`src/rtl/uart_pkg.sv`:
```
// Shared UART definitions: default bit period, state numbering, byte width.
package uart_pkg;

    // Default clock cycles per serial bit; uart_tx uses the same value.
    localparam int CLKS_PER_BIT_DEF = 16;

    // Byte width carried on the serial line.
    localparam int UART_DATA_W = 8;

    // State numbering shared with uart_tx so benches can probe state
    // values identically in both blocks.
    localparam logic [1:0] IDLE  = 2'd0;
    localparam logic [1:0] START = 2'd1;
    localparam logic [1:0] DATA  = 2'd2;
    localparam logic [1:0] STOP  = 2'd3;

    typedef enum logic [1:0] {
        ST_IDLE  = IDLE,
        ST_START = START,
        ST_DATA  = DATA,
        ST_STOP  = STOP
    } uart_state_e;

    // Registered receiver outputs.
    typedef struct packed {
        logic [UART_DATA_W-1:0] data;
        logic                   valid;
        logic                   frame_err;
    } rx_out_t;

endpackage

```
`src/rtl/uart_rx_sync.sv`:
```
// Brings the asynchronous rx line into the clk domain and flags falling edges.
module uart_rx_sync (
    input  logic clk,
    input  logic rst,
    input  logic rx,
    output logic rx_s,
    output logic fall
);

    logic s1;
    logic rx_d;

    // Two-flop synchronizer plus one delay flop; reset to the idle (high) level
    // so a quiet line never looks like an edge coming out of reset.
    always_ff @(posedge clk) begin
        if (rst) begin
            s1   <= 1'b1;
            rx_s <= 1'b1;
            rx_d <= 1'b1;
        end else begin
            s1   <= rx;
            rx_s <= s1;
            rx_d <= rx_s;
        end
    end

    // High for exactly one cycle when the synchronized line goes 1 -> 0.
    // A line held low produces no edge, so breaks never re-trigger.
    assign fall = rx_d & ~rx_s;

endmodule

```
`src/rtl/uart_rx.sv`:
```
// 8N1 UART receiver: start-bit qualification, mid-bit sampling, stop check.
module uart_rx
    import uart_pkg::*;
#(
    parameter int CLKS_PER_BIT = CLKS_PER_BIT_DEF
) (
    input  logic                   clk,
    input  logic                   rst,
    input  logic                   rx,
    output logic [UART_DATA_W-1:0] data,
    output logic                   valid,
    output logic                   frame_err,
    output logic                   busy
);

    localparam int HALF_BIT = CLKS_PER_BIT / 2;
    localparam int CW       = $clog2(CLKS_PER_BIT);

    localparam logic [CW-1:0] CNT_HALF = CW'(HALF_BIT - 1);
    localparam logic [CW-1:0] CNT_LAST = CW'(CLKS_PER_BIT - 1);

    logic rx_s;
    logic fall;

    uart_state_e            state, state_n;
    logic [CW-1:0]          cnt, cnt_n;
    logic [2:0]             idx, idx_n;
    logic [UART_DATA_W-1:0] sh, sh_n;
    rx_out_t                out_q, out_n;

    uart_rx_sync u_sync (
        .clk  (clk),
        .rst  (rst),
        .rx   (rx),
        .rx_s (rx_s),
        .fall (fall)
    );

    // State, counters, shift register and output registers.
    always_ff @(posedge clk) begin
        if (rst) begin
            state <= ST_IDLE;
            cnt   <= '0;
            idx   <= '0;
            sh    <= '0;
            out_q <= '0;
        end else begin
            state <= state_n;
            cnt   <= cnt_n;
            idx   <= idx_n;
            sh    <= sh_n;
            out_q <= out_n;
        end
    end

    // Next-state and datapath updates; pulses default low so they last one cycle.
    always_comb begin
        state_n         = state;
        cnt_n           = cnt;
        idx_n           = idx;
        sh_n            = sh;
        out_n           = out_q;
        out_n.valid     = 1'b0;
        out_n.frame_err = 1'b0;

        case (state)
            ST_IDLE: begin
                cnt_n = '0;
                if (fall) state_n = ST_START;
            end

            // Re-check the line half a bit in; a high sample was a glitch.
            ST_START: begin
                if (cnt == CNT_HALF) begin
                    cnt_n   = '0;
                    idx_n   = '0;
                    state_n = rx_s ? ST_IDLE : ST_DATA;
                end else begin
                    cnt_n = cnt + 1'b1;
                end
            end

            // From mid-start, one full bit period lands on mid-data-bit.
            ST_DATA: begin
                if (cnt == CNT_LAST) begin
                    cnt_n = '0;
                    sh_n  = {rx_s, sh[UART_DATA_W-1:1]};
                    idx_n = idx + 3'd1;
                    if (idx == 3'd7) state_n = ST_STOP;
                end else begin
                    cnt_n = cnt + 1'b1;
                end
            end

            // Leave at mid-stop so a start bit right after it is still caught.
            ST_STOP: begin
                if (cnt == CNT_LAST) begin
                    cnt_n   = '0;
                    state_n = ST_IDLE;
                    if (rx_s) begin
                        out_n.data  = sh;
                        out_n.valid = 1'b1;
                    end else begin
                        out_n.frame_err = 1'b1;
                    end
                end else begin
                    cnt_n = cnt + 1'b1;
                end
            end

            default: state_n = ST_IDLE;
        endcase
    end

    assign data      = out_q.data;
    assign valid     = out_q.valid;
    assign frame_err = out_q.frame_err;
    assign busy      = (state != ST_IDLE);

endmodule

```
`config.mk`:
```
export PLATFORM = sky130hd
export DESIGN_NAME = uart_rx
export DESIGN_NICKNAME = d
export VERILOG_FILES = /design/src/rtl/uart_pkg.sv /design/src/rtl/uart_rx_sync.sv /design/src/rtl/uart_rx.sv
export SDC_FILE = /design/constraint.sdc
export NUM_CORES = 1
export LEC_CHECK = 0
export CORE_ASPECT_RATIO = 1.1
export CORE_MARGIN = 5
export CORE_UTILIZATION = 30
export CTS_BUF_LIST = sky130_fd_sc_hd__clkbuf_16
export DETAILED_ROUTE_END_ITERATION = 6
export SYNTH_ARGS = -nofsm -noshare
export SYNTH_HDL_FRONTEND = slang
export SYNTH_SLANG_ARGS = --single-unit
```
`constraint.sdc`:
```
create_clock -name clk -period 3.6 [get_ports clk]
set_clock_uncertainty 0.2 [all_clocks]
set_input_delay 1.08 -clock clk [delete_from_list [all_inputs] [get_ports clk]]
set_output_delay 1.08 -clock clk [all_outputs]
set_load 0.02 [all_outputs]
```
# == Word level (Yosys, flattened, before mapping) ==
# Index checks and enable logic that the tools add are counted.
# classes
addsub,2
mul,0
div,0
order_cmp,0
eq_ne,11
shifts,0
n_mux,15
bitwise_logic,4
reduce_logical,9
# op_table
op,count
2-bit two-way mux,6
4-bit case mux with 3 select lines,1
2-bit != test (second input constant),5
4-bit two-way mux,2
2-bit case mux with 4 select lines,1
3-bit two-way mux,2
3-bit case mux with 2 select lines,1
3-bit AND reduction,2
5-bit AND reduction,1
4-bit by 1-bit adder with 4-bit output (second input constant),1
2-bit == test (second input constant),2
4-bit by 3-bit == test with 1-bit output (second input constant),1
4-bit == test (second input constant),1
2-bit nonzero test,2
3-bit by 1-bit adder with 3-bit output (second input constant),1
3-bit == test (second input constant),1
1-bit inverter,3
3-bit OR reduction,1
2-bit by 1-bit == test with 1-bit output (second input constant),1
2-bit zero test,1
1-bit two-way mux,2
2-bit AND reduction,1
2-bit OR reduction,1
1-bit AND,1
# totals
register_bits,30
latchBits,0
ram_bits,0
romBits,0
input_bits,3
output_inout_bits,11
word_cells,51
memories,0

# == Depth between registers and ports, before layout ==
# depth
ltp_word,4
mapped_depth,6
ltp_nobuf,5

# == Modules after synthesis ==
# A second synthesis with hierarchy kept.
# hier_totals
cells_unflattened,141
hier_area_um2,1292.5
# by_module_without_submodules
module,n_inst,cells_per_inst,area_per_inst_um2,seq_area_each_um2
uart_rx,1,134,1207.4,540.5
uart_rx_sync,1,7,85.1,60.1

# == Least setup slack after synthesis ==
# OpenSTA, ideal clock, no wires.
# synth_path
path_kind,in2reg
from,in rst
to,reg state[0]
setup_ns,0.079
arrival_ns,1.736
t_required_ns,3.321
setup_slack_ns,1.585
path_stages,4
path_buffers,1
path_cell_list,buf_6 > a211oi_1 > o21ba_2 > o221ai_2
# synth_rtl
element,line,rtl
start: declaration,uart_rx.sv:8,"input logic rst,"
end signal: assignment,uart_rx.sv:48,state <= state_n;
end: declaration,uart_rx.sv:25,"uart_state_e state, state_n;"

# == Worst setup path in the final report ==
# layout_path
from,reg state[0]
to,out busy
# layout_via
elab_chain_cells,1
# layout_rtl
element,line,rtl
2-bit nonzero test,uart_rx.sv:118,assign busy = (state != ST_IDLE);
end: declaration,uart_rx.sv:13,output logic busy
# Every way passes these cells.

==> run metrics <==
outcome finished, final reports clean; gr usage total 8.84%; Net count, final 136; Mapped Nets 120; Core Box Area 3930 um^2; Int Pwr 0.589 mW; # hold bufs at CTS 0; Syn. warnings 0; Power Total 0.728 mW; Final min period 2870 ps; Syn Std Cell Area 1210 um^2; vias in the first global route 866; Starting Density 30.7%; switching power share of the total 19.2%; Die H 76.5 um; setup TNS 0 ps; worst slew pin tran 1000 ps; post-CTS setup buffers 0; Clock Path Buffers 2; H-Tree Depth 2; Setup Viol. Count Final 0; Worst setup SP type flop; CP Class flop to output pin; final period utilization 79.6%; VDD IR max 268 uV; family with the most delay on the worst path buffers and inverters; CP max stage delay 590 ps; crit-path max FO 11; CTS tree built; CP Buf/Inv Count 2; share of layout cells above drive strength 1 12.3%; Net Switching 0.140 mW; Ports 14; WL final 2200 um; CP cell instances nor2_1 > inv_1 > clkdlybuf4s50_1; gr ovfl total 0; most common cell after layout, fill and taps aside dfxtp_1; CTS resizes 0; CTS Root Buffer Type clkbuf_16; die area 5390 um^2; via count 839; final hold slack 209 ps; antenna cell count 0; Flop pwr share 46.5%; Leakage 0.500 nW; most frequent cells in the layout 30 x dfxtp_1, 22 x nor2_1, 18 x mux2i_1; Detailed Routing Iterations Pass 1 4; Setup crit end kind output pin; Hold Path Class flop to flop; IO buf count 13; Seq/Total Area, Yosys 49.8%; Slew Limit Headroom 32.7%; Worst-path clk slew 50 ps; initial DRC count 72; largest net degree at the start of global routing 25; Antenna Nets Post-Route 0; post-synthesis instance total 114; DR DRC count 0; Critical Path RT 2320 ps; synth unique cells 30; Slowest-stage cell, CP clkdlybuf4s50_1; Combinational Power Share 2.2%; Max Slew Vio Count 0; worst-skew pair later-pin latency 270 ps; Final Hold Violating Endpoints 0; gpl congestion 0.914; RSZ-0062 raised after global routing no; initial antenna violation count 0; vias per cell 4.61; Seq cells post-synth 30; Num CTS Buffers 5; Clock Sinks 30; crit path DAT 1590 ps; Avg WL per Cell 12.1 um; PwrDens 488 nW/um^2; pre-CTS WS 1020 ps; Max-Cap Viols 0; die extent in x 70.5 um; row count 24; average size of a mapped cell 10.6 um^2; post-DP HPWL 1460 um; first-pass GRT wire length 3770 um; Max Clk Rate 349 MHz; area growth from synthesis to layout 23.8%; Final Worst Setup Slack 734 ps; Clock Power Share 51.2%
==> final timing paths <==
path | depth (start not counted) | start | slack, ps | to
worst max-delay path | 3 | state[0] | 730 | busy
worst min-delay path | 1 | u_sync.s1 | 210 | u_sync.rx_s
worst max register to register | 5 | cnt[0] | 1310 | idx[2]
worst min register to register | 1 | u_sync.s1 | 210 | u_sync.rx_s
==> registers in the layout, indices dropped and copies added (netlist names), named ones only <==
register / flops
valid: 1
u_sync.s1: 1
cnt: 4
u_sync.rx_s: 1
frame_err: 1
u_sync.rx_d: 1
data: 8
state: 1
idx: 3
sh: 8
==> cells by family (layout without fill, tap and decap cells) <==
kind of cell    Yosys count  in the layout  share of synthesized area (%)
xor+xnor                  2              2                           1.45
compound gates            8              8                           5.29
mux                      19             19                           15.9
flops                    30             30                           49.8
buf+inv                   8             24                           4.98
simple gates             44             44                           19.5
fa+ha+maj                 3              3                           3.11
==> synthesized netlist by cell type, drive strengths merged <==
cell type,number,area (um^2)
dfxtp,30,601
nor2,23,93.8
mux2i,18,180
nor3,5,30.0
buf,4,45.0
nand3,4,32.5
ha,3,37.5
inv,3,11.3
or2,3,18.8
a21oi,2,10.0
nand2b,2,12.5
nor4,2,12.5
xnor2,2,17.5
a211oi,1,7.51
a221oi,1,8.76
clkbuf,1,3.75
mux2,1,11.3
nand2,1,3.75
nand4,1,6.26
nand4b,1,8.76
nor3b,1,7.51
nor4b,1,8.76
o21ai,1,5.00
o21ba,1,10.0
o21bai,1,7.51
o221ai,1,15.0
==> area by class of cell <==
cell class	count	area, um^2
timing repair buffer	14	138
inverter	3	11.3
fill	389	2440
sequential	30	601
clock inverter	2	7.51
tap	52	65.1
clock buffer	5	125
multi-input combinational	76	546
==> layer usage <==
metal / part of all wire (%) / vias to the layer above / GRT usage, %
met3: 5.5 / 5 / 4.49
met2: 45 / 19 / 12.7
met1: 47 / 392 / 10.2
met5: 0 / - / 0
li1: - / 423 / -
met4: 2.2 / 0 / 5.56
==> per-stage QoR <==
| stage | instances | instance area [um^2] | util, % |
|---|---|---|---|
| after global routing | 182 | 1490 | 37.9 |
| after floorplan | 114 | 1210 | - |
| after global placement | 175 | 1360 | 34.6 |
| after detailed placement | 175 | 1360 | 34.6 |
| after CTS | 182 | 1490 | 37.9 |
| final | 182 | 1490 | 37.9 |
==> power by group through the flow <==
| stage | clock, mW | combinational, mW | sequential (mW) |
|---|---|---|---|
| final | 0.373 | 0.0163 | 0.339 |
| after detailed placement | 0 | 0.0166 | 0.345 |
| after floorplan | 0 | 0.0153 | 0.343 |
| after global routing | 0.402 | 0.0181 | 0.338 |
| after global placement | 0 | 0.0164 | 0.345 |
| after CTS | 0.386 | 0.0167 | 0.338 |
(Power assumes the default switching activity.)
